--- config.mk ---
export PLATFORM = sky130hd
export DESIGN_NAME = regbank_wport_arb_flat
export DESIGN_NICKNAME = d
export VERILOG_FILES = /design/src/rtl/regbank_pkg.sv /design/src/rtl/regbank_wport_arb_if.sv /design/src/rtl/regbank_wport_arb_rr_arb2.sv /design/src/rtl/regbank_wport_arb.sv /design/src/flat_wrapper.sv
export SDC_FILE = /design/constraint.sdc
export NUM_CORES = 1
export LEC_CHECK = 0
export ABC_AREA = 0
export BUFFER_PORTS_ARGS = -buffer_cell sky130_fd_sc_hd__buf_2
export CORE_ASPECT_RATIO = 0.6
export CORE_MARGIN = 8
export CORE_UTILIZATION = 48
export DETAILED_ROUTE_END_ITERATION = 12
export GPL_ROUTABILITY_DRIVEN = 0
export PLACE_DENSITY_LB_ADDON = 0.25
export SETUP_SLACK_MARGIN = 0.1
export SLEW_MARGIN = 20
export SYNTH_ARGS = -nofsm -noshare
export SYNTH_HDL_FRONTEND = slang
export SYNTH_SLANG_ARGS = --single-unit
--- constraint.sdc ---
create_clock -name CLK -period 2.7 [get_ports CLK]
set_input_delay 0.135 -clock CLK [delete_from_list [all_inputs] [get_ports CLK]]
set_output_delay 0.135 -clock CLK [all_outputs]
set_load 0.005 [all_outputs]
--- src/rtl/regbank_pkg.sv ---
// regbank_pkg: shared constants and types for the register-bank write-port
// arbiter.
//   SIZE     : data width of a register write
//   ADDR_W   : register index width
//   CNT_W    : width of the committed-write counter
//   wr_req_t : one writeback request (destination register + data)
//   grant_t  : which requester was granted last (round-robin state)
package regbank_pkg;

    localparam int unsigned SIZE   = 32;
    localparam int unsigned ADDR_W = 5;
    localparam int unsigned CNT_W  = 16;

    typedef struct packed {
        logic [ADDR_W-1:0] reg_idx;
        logic [SIZE-1:0]   data;
    } wr_req_t;

    typedef enum logic {
        GNT_A = 1'b0,
        GNT_B = 1'b1
    } grant_t;

endpackage

--- src/rtl/regbank_wport_arb_if.sv ---
// regbank_wport_arb_if: bundle of the requester, decode and bank-side
// signals of the write-port arbiter.
//   A_VALID/A_REG/A_DATA, B_VALID/B_REG/B_DATA : writeback requests
//   A_READY/B_READY                            : request accepted this cycle
//   RS1/RS2                                    : decode source registers
//   HAZ1/HAZ2, BYPn_VALID/BYPn_DATA            : hazard and forwarding flags
//   ENA_WRITE/WRITE_REG/WRITE_DATA             : registered bank write port
//   WR_COUNT                                   : committed non-x0 writes
// Modport slave is the arbiter side, master is the requester/decode side.
interface regbank_wport_arb_if #(
    parameter int unsigned SIZE   = 32,
    parameter int unsigned ADDR_W = 5,
    parameter int unsigned CNT_W  = 16
);

    logic              A_VALID;
    logic [ADDR_W-1:0] A_REG;
    logic [SIZE-1:0]   A_DATA;
    logic              A_READY;

    logic              B_VALID;
    logic [ADDR_W-1:0] B_REG;
    logic [SIZE-1:0]   B_DATA;
    logic              B_READY;

    logic [ADDR_W-1:0] RS1;
    logic [ADDR_W-1:0] RS2;
    logic              HAZ1;
    logic              HAZ2;
    logic              BYP1_VALID;
    logic              BYP2_VALID;
    logic [SIZE-1:0]   BYP1_DATA;
    logic [SIZE-1:0]   BYP2_DATA;

    logic              ENA_WRITE;
    logic [ADDR_W-1:0] WRITE_REG;
    logic [SIZE-1:0]   WRITE_DATA;
    logic [CNT_W-1:0]  WR_COUNT;

    modport slave (
        input  A_VALID, A_REG, A_DATA,
        input  B_VALID, B_REG, B_DATA,
        input  RS1, RS2,
        output A_READY, B_READY,
        output HAZ1, HAZ2,
        output BYP1_VALID, BYP2_VALID, BYP1_DATA, BYP2_DATA,
        output ENA_WRITE, WRITE_REG, WRITE_DATA, WR_COUNT
    );

    modport master (
        output A_VALID, A_REG, A_DATA,
        output B_VALID, B_REG, B_DATA,
        output RS1, RS2,
        input  A_READY, B_READY,
        input  HAZ1, HAZ2,
        input  BYP1_VALID, BYP2_VALID, BYP1_DATA, BYP2_DATA,
        input  ENA_WRITE, WRITE_REG, WRITE_DATA, WR_COUNT
    );

endinterface

--- src/rtl/regbank_wport_arb_rr_arb2.sv ---
// rr_arb2: two-way round-robin arbiter.
//   clk, rst     : clock and synchronous active-high reset
//   req_a, req_b : requests
//   gnt_a, gnt_b : one-hot grant (combinational, forced low during reset)
// The LAST state moves only when a grant is issued; after reset it holds
// GNT_B so that A wins the first tie.
module rr_arb2 (
    input  logic clk,
    input  logic rst,
    input  logic req_a,
    input  logic req_b,
    output logic gnt_a,
    output logic gnt_b
);

    import regbank_pkg::*;

    grant_t last_q;
    grant_t last_d;

    // State register
    always_ff @(posedge clk) begin
        if (rst) begin
            last_q <= GNT_B;
        end else begin
            last_q <= last_d;
        end
    end

    // Next state: remember the winner, hold when nobody is granted
    always_comb begin
        last_d = last_q;
        if (gnt_a) begin
            last_d = GNT_A;
        end else if (gnt_b) begin
            last_d = GNT_B;
        end
    end

    // Outputs: a lone requester wins; on a tie the one not granted last wins
    always_comb begin
        gnt_a = 1'b0;
        gnt_b = 1'b0;
        if (!rst) begin
            if (req_a && (!req_b || last_q == GNT_B)) begin
                gnt_a = 1'b1;
            end else if (req_b) begin
                gnt_b = 1'b1;
            end
        end
    end

endmodule

--- src/rtl/regbank_wport_arb.sv ---
// regbank_wport_arb: write-port arbiter and RAW hazard flagging for the
// 32x32 register bank.
//   CLK, RST : clock, synchronous active-high reset
//   bus      : regbank_wport_arb_if.slave (requests, decode sources,
//              hazard/bypass flags, registered bank write port, counter)
// Optional feature macro: REGBANK_BYPASS_EN. When defined, a write held in
// the output stage is forwarded on BYPn_* and no longer raises HAZn; when
// undefined, BYPn_* are tied to zero and the in-flight write raises HAZn.
module regbank_wport_arb #(
    parameter int unsigned SIZE   = regbank_pkg::SIZE,
    parameter int unsigned ADDR_W = regbank_pkg::ADDR_W,
    parameter int unsigned CNT_W  = regbank_pkg::CNT_W
) (
    input logic               CLK,
    input logic               RST,
    regbank_wport_arb_if.slave bus
);

    import regbank_pkg::*;

    logic    gnt_a;
    logic    gnt_b;
    wr_req_t req_a;
    wr_req_t req_b;
    wr_req_t win;
    logic    commit;

    logic              ena_write_q,  ena_write_d;
    logic [ADDR_W-1:0] write_reg_q,  write_reg_d;
    logic [SIZE-1:0]   write_data_q, write_data_d;
    logic [CNT_W-1:0]  wr_count_q,   wr_count_d;

    logic hit_a1, hit_b1, hit_f1;
    logic hit_a2, hit_b2, hit_f2;

    rr_arb2 u_arb (
        .clk   (CLK),
        .rst   (RST),
        .req_a (bus.A_VALID),
        .req_b (bus.B_VALID),
        .gnt_a (gnt_a),
        .gnt_b (gnt_b)
    );

    assign bus.A_READY = gnt_a;
    assign bus.B_READY = gnt_b;

    // Winner selection and output-stage next state. A grant to x0 still
    // consumes the turn but never reaches the bank or the counter.
    always_comb begin
        req_a   = '{reg_idx: bus.A_REG, data: bus.A_DATA};
        req_b   = '{reg_idx: bus.B_REG, data: bus.B_DATA};
        win     = gnt_a ? req_a : req_b;
        commit  = (gnt_a || gnt_b) && (win.reg_idx != '0);

        ena_write_d  = commit;
        write_reg_d  = commit ? win.reg_idx : write_reg_q;
        write_data_d = commit ? win.data    : write_data_q;
        wr_count_d   = (commit && wr_count_q != '1) ? wr_count_q + CNT_W'(1)
                                                    : wr_count_q;
    end

    // Reset also discards any write sitting in the output stage.
    always_ff @(posedge CLK) begin
        if (RST) begin
            ena_write_q  <= 1'b0;
            write_reg_q  <= '0;
            write_data_q <= '0;
            wr_count_q   <= '0;
        end else begin
            ena_write_q  <= ena_write_d;
            write_reg_q  <= write_reg_d;
            write_data_q <= write_data_d;
            wr_count_q   <= wr_count_d;
        end
    end

    assign bus.ENA_WRITE  = ena_write_q;
    assign bus.WRITE_REG  = write_reg_q;
    assign bus.WRITE_DATA = write_data_q;
    assign bus.WR_COUNT   = wr_count_q;

    // Source-register compares against pending requesters and the
    // output stage.
    always_comb begin
        hit_a1 = bus.A_VALID && (bus.A_REG == bus.RS1);
        hit_b1 = bus.B_VALID && (bus.B_REG == bus.RS1);
        hit_f1 = ena_write_q && (write_reg_q == bus.RS1);
        hit_a2 = bus.A_VALID && (bus.A_REG == bus.RS2);
        hit_b2 = bus.B_VALID && (bus.B_REG == bus.RS2);
        hit_f2 = ena_write_q && (write_reg_q == bus.RS2);
    end

`ifdef REGBANK_BYPASS_EN
    // The in-flight write is forwarded, so only pending requesters stall.
    always_comb begin
        bus.HAZ1       = !RST && (bus.RS1 != '0) && (hit_a1 || hit_b1);
        bus.HAZ2       = !RST && (bus.RS2 != '0) && (hit_a2 || hit_b2);
        bus.BYP1_VALID = !RST && (bus.RS1 != '0) && hit_f1;
        bus.BYP2_VALID = !RST && (bus.RS2 != '0) && hit_f2;
        bus.BYP1_DATA  = bus.BYP1_VALID ? write_data_q : '0;
        bus.BYP2_DATA  = bus.BYP2_VALID ? write_data_q : '0;
    end
`else
    always_comb begin
        bus.HAZ1       = !RST && (bus.RS1 != '0) && (hit_a1 || hit_b1 || hit_f1);
        bus.HAZ2       = !RST && (bus.RS2 != '0) && (hit_a2 || hit_b2 || hit_f2);
        bus.BYP1_VALID = 1'b0;
        bus.BYP2_VALID = 1'b0;
        bus.BYP1_DATA  = '0;
        bus.BYP2_DATA  = '0;
    end
`endif

endmodule

--- src/flat_wrapper.sv ---
// flat-port wrapper written by rule: the top's interface ports become plain ports
module regbank_wport_arb_flat import regbank_pkg::*;
#(
    parameter int unsigned SIZE   = regbank_pkg::SIZE,
    parameter int unsigned ADDR_W = regbank_pkg::ADDR_W,
    parameter int unsigned CNT_W  = regbank_pkg::CNT_W
)
  (CLK, RST, bus_A_VALID, bus_A_REG, bus_A_DATA, bus_B_VALID, bus_B_REG, bus_B_DATA, bus_RS1, bus_RS2, bus_A_READY, bus_B_READY, bus_HAZ1, bus_HAZ2, bus_BYP1_VALID, bus_BYP2_VALID, bus_BYP1_DATA, bus_BYP2_DATA, bus_ENA_WRITE, bus_WRITE_REG, bus_WRITE_DATA, bus_WR_COUNT);
  regbank_wport_arb_if #(.SIZE(SIZE), .ADDR_W(ADDR_W), .CNT_W(CNT_W)) bus_i ();
  input logic CLK;
  input logic RST;
  input wire logic [$bits(bus_i.A_VALID)-1:0] bus_A_VALID;
  input wire logic [$bits(bus_i.A_REG)-1:0] bus_A_REG;
  input wire logic [$bits(bus_i.A_DATA)-1:0] bus_A_DATA;
  input wire logic [$bits(bus_i.B_VALID)-1:0] bus_B_VALID;
  input wire logic [$bits(bus_i.B_REG)-1:0] bus_B_REG;
  input wire logic [$bits(bus_i.B_DATA)-1:0] bus_B_DATA;
  input wire logic [$bits(bus_i.RS1)-1:0] bus_RS1;
  input wire logic [$bits(bus_i.RS2)-1:0] bus_RS2;
  output wire logic [$bits(bus_i.A_READY)-1:0] bus_A_READY;
  output wire logic [$bits(bus_i.B_READY)-1:0] bus_B_READY;
  output wire logic [$bits(bus_i.HAZ1)-1:0] bus_HAZ1;
  output wire logic [$bits(bus_i.HAZ2)-1:0] bus_HAZ2;
  output wire logic [$bits(bus_i.BYP1_VALID)-1:0] bus_BYP1_VALID;
  output wire logic [$bits(bus_i.BYP2_VALID)-1:0] bus_BYP2_VALID;
  output wire logic [$bits(bus_i.BYP1_DATA)-1:0] bus_BYP1_DATA;
  output wire logic [$bits(bus_i.BYP2_DATA)-1:0] bus_BYP2_DATA;
  output wire logic [$bits(bus_i.ENA_WRITE)-1:0] bus_ENA_WRITE;
  output wire logic [$bits(bus_i.WRITE_REG)-1:0] bus_WRITE_REG;
  output wire logic [$bits(bus_i.WRITE_DATA)-1:0] bus_WRITE_DATA;
  output wire logic [$bits(bus_i.WR_COUNT)-1:0] bus_WR_COUNT;
  assign bus_i.A_VALID = bus_A_VALID;
  assign bus_i.A_REG = bus_A_REG;
  assign bus_i.A_DATA = bus_A_DATA;
  assign bus_i.B_VALID = bus_B_VALID;
  assign bus_i.B_REG = bus_B_REG;
  assign bus_i.B_DATA = bus_B_DATA;
  assign bus_i.RS1 = bus_RS1;
  assign bus_i.RS2 = bus_RS2;
  assign bus_A_READY = bus_i.A_READY;
  assign bus_B_READY = bus_i.B_READY;
  assign bus_HAZ1 = bus_i.HAZ1;
  assign bus_HAZ2 = bus_i.HAZ2;
  assign bus_BYP1_VALID = bus_i.BYP1_VALID;
  assign bus_BYP2_VALID = bus_i.BYP2_VALID;
  assign bus_BYP1_DATA = bus_i.BYP1_DATA;
  assign bus_BYP2_DATA = bus_i.BYP2_DATA;
  assign bus_ENA_WRITE = bus_i.ENA_WRITE;
  assign bus_WRITE_REG = bus_i.WRITE_REG;
  assign bus_WRITE_DATA = bus_i.WRITE_DATA;
  assign bus_WR_COUNT = bus_i.WR_COUNT;
  regbank_wport_arb #(.SIZE(SIZE), .ADDR_W(ADDR_W), .CNT_W(CNT_W)) u_core (.CLK(CLK), .RST(RST), .bus(bus_i));
endmodule
==> results.md, run 1 <==
- Power Dens Cells: 460 mW/mm2
- Die Span Y: 82.8 um
- Final Skew: 0.00305 ns
- Multi-input logic area: 0.00206 mm2
- FILL cells: 699
- Final Instance Count excl. Fillers: 662
- FF+latch area: 0.00110 mm2
- CTS Buf Count: 5
- Clock transition at the registers of the reported paths: 0.07 ns
- Setup TNS: 0 ns
- Setup bufs post-CTS: 0
- GR Util All Layers: 18.8%
- Total power: 0.00195 W
- Layout area overhead: 18.7%
- Peak supply drop: 0.271 mV
- Vias in the first global route: 3351
- Crit path max fanout: 70
- Share of cells above drive strength 1: 33.9%
- Mapped Cells: 425
- CTS tree: built
- Final ANT Viol Nets: 0
- Core area: 0.00724 mm2
- Ant. Diodes: 0
- Leading cell types by count after synthesis: 75 x nand2_1, 68 x buf_4, 55 x dfxtp_1
- Synthesized cell area: 0.00357 mm2
- Fin nets: 647
- EDFF count, synth: 0
- I/O pins: 212
- Pre-antenna DRT Iters: 4
- Synth top area cells: dfxtp_1 31%, buf_4 14%, a311oi_2 11%
- Static Leak: 1.98 nW
- Drt first-iter violations: 168
- Setup crit end kind: flop
- Total die area: 0.0105 mm2
- Final wirelength: 10.7 mm
- Max Root-Sink Buffers: 2
- Period utilisation layout: 77.5%
- Post-DR vias/cell: 5.06
- Initial antenna violation count: 0
- Chip width: 127 um
- Finished layout cell area: 0.00423 mm2
- Run status: finished clean
- Minimum clock period: 2.09 ns
- WL/cell: 16.2 um
- Ys flop type: dfxtp_1
- # setup viols final: 0
- CTS root buffer: clkbuf_16
- Hold Path Class: in -> reg
- Final hold violation count: 0
- Vias: 3349
- Yosys top cell area share: 30.9%
- Pin count of the biggest net entering global routing: 71
- Clock sink count: 55
- Clock insertion delay at the later pin of the skew report: 0.28 ns
- Max_cap viols: 0
- Maximum clock frequency: 478 MHz
- Hold buffers post-CTS: 0
- Inst Count DP: 655
- Dpl hpwl: 8.26 mm
- Max-Slew Margin vs Limit: 45.7%
- Row Count: 24
- WP data arrival: 2.29 ns
- Fin. max-slew vios: 0
- Synthesized flop and latch total: 55
- # port buffers: 145
- Startpoint class of the critical path: flop
- Worst EP required: 2.90 ns
- RSZ-0062 raised after global routing: false
- Count leader, synth: nand2_1
- Syn avg cell area: 8.39 um2
- Synth cell types: 45
- Register area share after synthesis: 30.9%
- Post-CTS Resized: 0
- Pin slew with the least headroom to its limit: 0.815 ns
- Overflow after GRT: 0
- Leading area contributor after synthesis: dfxtp_1
- FFs w/ async S/R, synth: 0%
- Placed cell areas: 0.00410 mm2
- Starting density of the core: 49.3%
- # DRC: 0
- Critical path type: reg -> reg
- H-tree levels: 2
- First-pass GRT wire length: 16.4 mm
- Yosys warns: 0
-- final cells by class --
type	count	share of cell area (%)
clock buffer	5	2.96
clock inverter	2	0.325
inverter	5	0.443
multi-input combinational	340	48.7
sequential	55	26.0
tap	104	3.07
timing repair buffer	151	18.5
-- metrics by stage --
step | util, % | worst slack, ns | hold slack [ns]
after global placement | 56.6 | 0.718 | 0.400
after detailed placement | 56.6 | 0.583 | 0.406
after global routing | 58.5 | 0.388 | 0.104
final | 58.5 | 0.607 | 0.106
after CTS | 58.5 | 0.593 | 0.103
after floorplan | - | 0.986 | 0.294
-- layer usage --
layer,share of wire [%],global-route usage [%],vias up
li1,-,-,1645
met1,46,25.0,1542
met2,45,29.6,150
met3,7.0,5.19,12
met4,1.2,5.31,0
met5,0,0,-
-- state kept, by name, summed over array words and instances, names as in the netlist --
| signal | cells |
|---|---|
| u_core.bus.ENA_WRITE | 1 |
| u_core.bus.WRITE_DATA | 32 |
| u_core.bus.WRITE_REG | 5 |
| u_core.bus.WR_COUNT | 16 |
| u_core.u_arb.last_q | 1 |
-- placed cells by master (no fill, tap or decap), drive strengths merged --
cell	count
o21ai	6
clkinv	3
ha	1
o31a	1
a21oi	8
nand2	75
and3	2
or3	3
nor3	2
nor2b	3
mux2	1
dfxtp	55
nor4	8
nand4	4
o21a	2
nand3b	1
a2bb2oi	2
mux2i	3
clkbuf	5
a31oi	2
buf	151
a311oi	34
nor2	42
conb	66
xnor2	6
a211o	1
nand3	11
o311ai	7
xor2	24
nand2b	3
or4	8
and4	1
o31ai	4
o211ai	1
o41ai	8
inv	4
-- worst paths after layout --
| kind | start | to | slack [ns] | cells after the start |
|---|---|---|---|---|
| worst max register to register | u_core.u_arb.last_q | u_core.bus.WRITE_DATA[26] | 0.61 | 7 |
| worst min register to register | u_core.bus.WR_COUNT[8] | u_core.bus.WR_COUNT[8] | 0.50 | 2 |
| worst max-delay path | u_core.u_arb.last_q | u_core.bus.WRITE_DATA[26] | 0.61 | 7 |
| worst min-delay path | bus_A_DATA[29] | u_core.bus.WRITE_DATA[29] | 0.11 | 3 |
-- worst max-delay path, stage by stage (launching register included) --
cell	delay, ns
dfxtp_1	0.35
nand2b_1	0.15
nand2_1	0.10
a211o_2	0.32
inv_2	0.05
buf_4	0.62
nor2_1	0.12
a311oi_2	0.26
-- kinds of logic after synthesis --
kind of cell / Yosys count / synth area share (%)
buffers and inverters: 95 / 18.1
other: 1 / 0.105
adders and majority gates: 1 / 0.351
muxes: 4 / 1.26
xor gates and xnor gates: 30 / 7.37
DFF: 55 / 30.9
AOI/OAI and AO/OA: 76 / 21.2
and+or+nand+nor: 163 / 20.7
-- power by group --
part	internal [W]	switching, W
logic	0.000179	0.000247
clock network	0.000339	0.000287
registers	0.000860	0.0000329
Note: power is estimated with default switching activity, not from simulation.
==> inputs of run 2 (changes only) <==
--- a/config.mk
+++ b/config.mk
@@ -9,7 +9,7 @@
 export BUFFER_PORTS_ARGS = -buffer_cell sky130_fd_sc_hd__buf_2
 export CORE_ASPECT_RATIO = 0.6
 export CORE_MARGIN = 8
-export CORE_UTILIZATION = 48
+export CORE_UTILIZATION = 40
 export DETAILED_ROUTE_END_ITERATION = 12
 export GPL_ROUTABILITY_DRIVEN = 0
 export PLACE_DENSITY_LB_ADDON = 0.25
==> constraint.sdc (replaced) <==
create_clock -name CLK -period 1.8 [get_ports CLK]
set_input_delay 0.09 -clock CLK [delete_from_list [all_inputs] [get_ports CLK]]
set_output_delay 0.09 -clock CLK [all_outputs]
set_load 0.005 [all_outputs]
==> run 2 against run 1 <==
  * The flow now finishes with violations (setup timing)
  * Clock-buffer cell count up 1
  * Sequential cell count did not move
  * Via count up 8.5%
  * Global-route usage fell by 1.4 points
  * Combinational power grew 100%
  * First-iteration DRC count is 11% lower
  * Critical path type unchanged
  * Largest power group unchanged
==> results.md, run 2 (synthesis gave the netlist of run 1 again) <==
- Run status: finished, violations left
- Failing checks: setup timing
- Clock insertion delay at the later pin of the skew report: 0.29 ns (about the same)
- Chip width: 138 um (+8.3%)
- Total power: 0.00330 W (+70%)
- CTS tree: built
- Most frequent cells in the layout: 145 x buf_2, 73 x nand2_1, 66 x conb_1
- Max-Slew Margin vs Limit: 53.9% (+8.2 points)
- Starting density of the core: 41.5% (-7.8 points)
- # DRC: 0 (unchanged)
- Crit path cell chain: nand2b_4 -> nand2_4 -> a211o_4 -> buf_12 -> nor3_1 -> mux2_4
- FILL cells: 744 (+6.4%)
- WL/cell: 17.5 um (+8.2%)
- Max Root-Sink Buffers: 2 (unchanged)
- Max stage delay on crit path: 0.38 ns (-0.24 ns)
- Multi-input logic area: 0.00240 mm2 (+16%)
- # port buffers: 145 (unchanged)
- Overflow after GRT: 0 (unchanged)
- WP data arrival: 1.99 ns (-0.30 ns)
- Finished layout cell area: 0.00520 mm2 (+23%)
- RSZ-0062 raised after global routing: true
- CTS root buffer: clkbuf_16
- Startpoint class of the critical path: flop
- Total die area: 0.0123 mm2 (+17%)
- Fin nets: 692 (+7.0%)
- Most common library cell in the layout ignoring fill and taps: buf_2
- Placed cell areas: 0.00437 mm2 (+6.7%)
- First-pass GRT wire length: 17.5 mm (+6.4%)
- Final hold violation count: 0 (unchanged)
- Die Span Y: 89.1 um (+7.7%)
- Worst Path Buf+Inv: 1 (-1)
- Minimum clock period: 1.80 ns (-0.291 ns)
- GR Util All Layers: 17.4% (-1.4 points)
- Pre-antenna DRT Iters: 4 (unchanged)
- Final Skew: 0.0117 ns (+0.00868 ns)
- Power Dens Cells: 635 mW/mm2 (+38%)
- Worst EP required: 1.99 ns (-0.91 ns)
- Layout area overhead: 45.9%
- Peak supply drop: 0.382 mV (+41%)
- Pin slew with the least headroom to its limit: 0.692 ns (-0.123 ns)
- Ant. Diodes: 0 (unchanged)
- Pin count of the biggest net entering global routing: 47 (-34%)
- Clock sink count: 55 (unchanged)
- CTS Buf Count: 5 (unchanged)
- Vias in the first global route: 3484 (+4.0%)
- Drt first-iter violations: 149 (-11%)
- CP max-delay cell: a211o_4
- Clock transition at the registers of the reported paths: 0.08 ns (about the same)
- # setup viols final: 2 (+2)
- FF+latch area: 0.00112 mm2 (+1.5%)
- Hold Path Class: in -> reg
- Row Count: 26 (+8.3%)
- Max_cap viols: 0 (unchanged)
- Period utilisation layout: 100% (+23 points)
- Post-DR vias/cell: 5.08 (+0.44%)
- Share of cells above drive strength 1: 47.8% (+14 points)
- Vias: 3633 (+8.5%)
- Initial antenna violation count: 0 (unchanged)
- I/O pins: 212 (unchanged)
- Fin worst setup slack: -0.00200 ns (-0.609 ns)
- Static Leak: 2.39 nW (+21%)
- H-tree levels: 2 (unchanged)
- Crit path max fanout: 7 (-90%)
- Final ANT Viol Nets: 0 (unchanged)
- Final wirelength: 12.5 mm (+17%)
- Largest register FFs: 32 (unchanged)
- Critical path type: reg -> reg
- Hold buffers post-CTS: 0 (unchanged)
- Dpl hpwl: 8.68 mm (+5.1%)
- Core area: 0.00859 mm2 (+19%)
- Fin. max-slew vios: 0 (unchanged)
- Maximum clock frequency: 555 MHz (+16%)
- CP top delay family: simple AND/OR/NAND/NOR gates
- Setup crit end kind: flop
==> run 2: cell count changes in the layout (fill, tap and decap cells not counted), moves of 6 or more <==
| cell | previous run | this run |
|---|---|---|
| dfxtp_2 | 0 | 7 |
| buf_4 | 5 | 33 |
| o41ai_1 | 8 | 1 |
| nor2_4 | 0 | 9 |
| nor2_1 | 41 | 28 |
| o41ai_2 | 0 | 7 |
| dfxtp_1 | 55 | 46 |
| buf_12 | 1 | 7 |
==> run 2: path summary, 6_finish.rpt <==
path | depth (start not counted) | endpoint | slack [ns] | start
hold reg to reg | 2 | u_core.bus.WR_COUNT[11] | 0.48 | u_core.bus.WR_COUNT[11]
hold / removal | 3 | u_core.bus.WRITE_DATA[30] | 0.06 | bus_A_DATA[30]
setup / recovery | 6 | u_core.bus.WR_COUNT[10] | -0.002 | u_core.u_arb.last_q
setup reg to reg | 6 | u_core.bus.WR_COUNT[10] | -0.002 | u_core.u_arb.last_q
==> run 2: cell type report <==
cell class                      instances  share of cell area [%]
Clock buffer                            6                    2.48
Multi-Input combinational cell        340                    46.2
Clock inverter                          1                   0.577
Inverter                                5                   0.866
Sequential cell                        55                    21.5
Tap cell                              112                    2.69
Timing Repair Buffer                  196                    25.7
==> run 2: power breakdown <==
group	switching, W	internal [W]
Combinational	0.000453	0.000407
Sequential	0.0000588	0.00129
Clock	0.000442	0.000651
==> run 2: through the flow <==
step                 TNS, ns  hold slack (ns)  setup WS (ns)  utilization [%]  instances
floorplan                  0            0.249          0.123                -        490
global placement     -0.0171            0.358       -0.00971             50.9        693
detailed placement     -1.16            0.363        -0.0680             50.9        693
CTS                        0           0.0498         0.0212             54.2        702
global route          -0.497           0.0592        -0.0455             60.6        715
finish              -0.00217           0.0582       -0.00200             60.6        715
==> run 2: timing repair <==
item                       CTS  global route
resized for setup           15            80
gates cloned                 2             6
setup buffers                0             7
pin swaps                    6            43
setup endpoints to repair   48            52
==> run 2: routing by layer <==
| layer | up-vias | global-route usage, % | wire (um) |
|---|---|---|---|
| met3 | 8 | 3.93 | 882 |
| met1 | 1747 | 23.8 | 5780 |
| met5 | - | 0 | 0 |
| li1 | 1733 | - | - |
| met2 | 145 | 27.5 | 5770 |
| met4 | 0 | 2.91 | 71 |
==> run 2: worst register-to-register path, cell delays in order (launching register included) <==
cell and delay, ns:
dfxtp_2 0.36, nand2b_4 0.15, nand2_4 0.06, a211o_4 0.38
buf_12 0.16, nor3_1 0.27, mux2_4 0.32
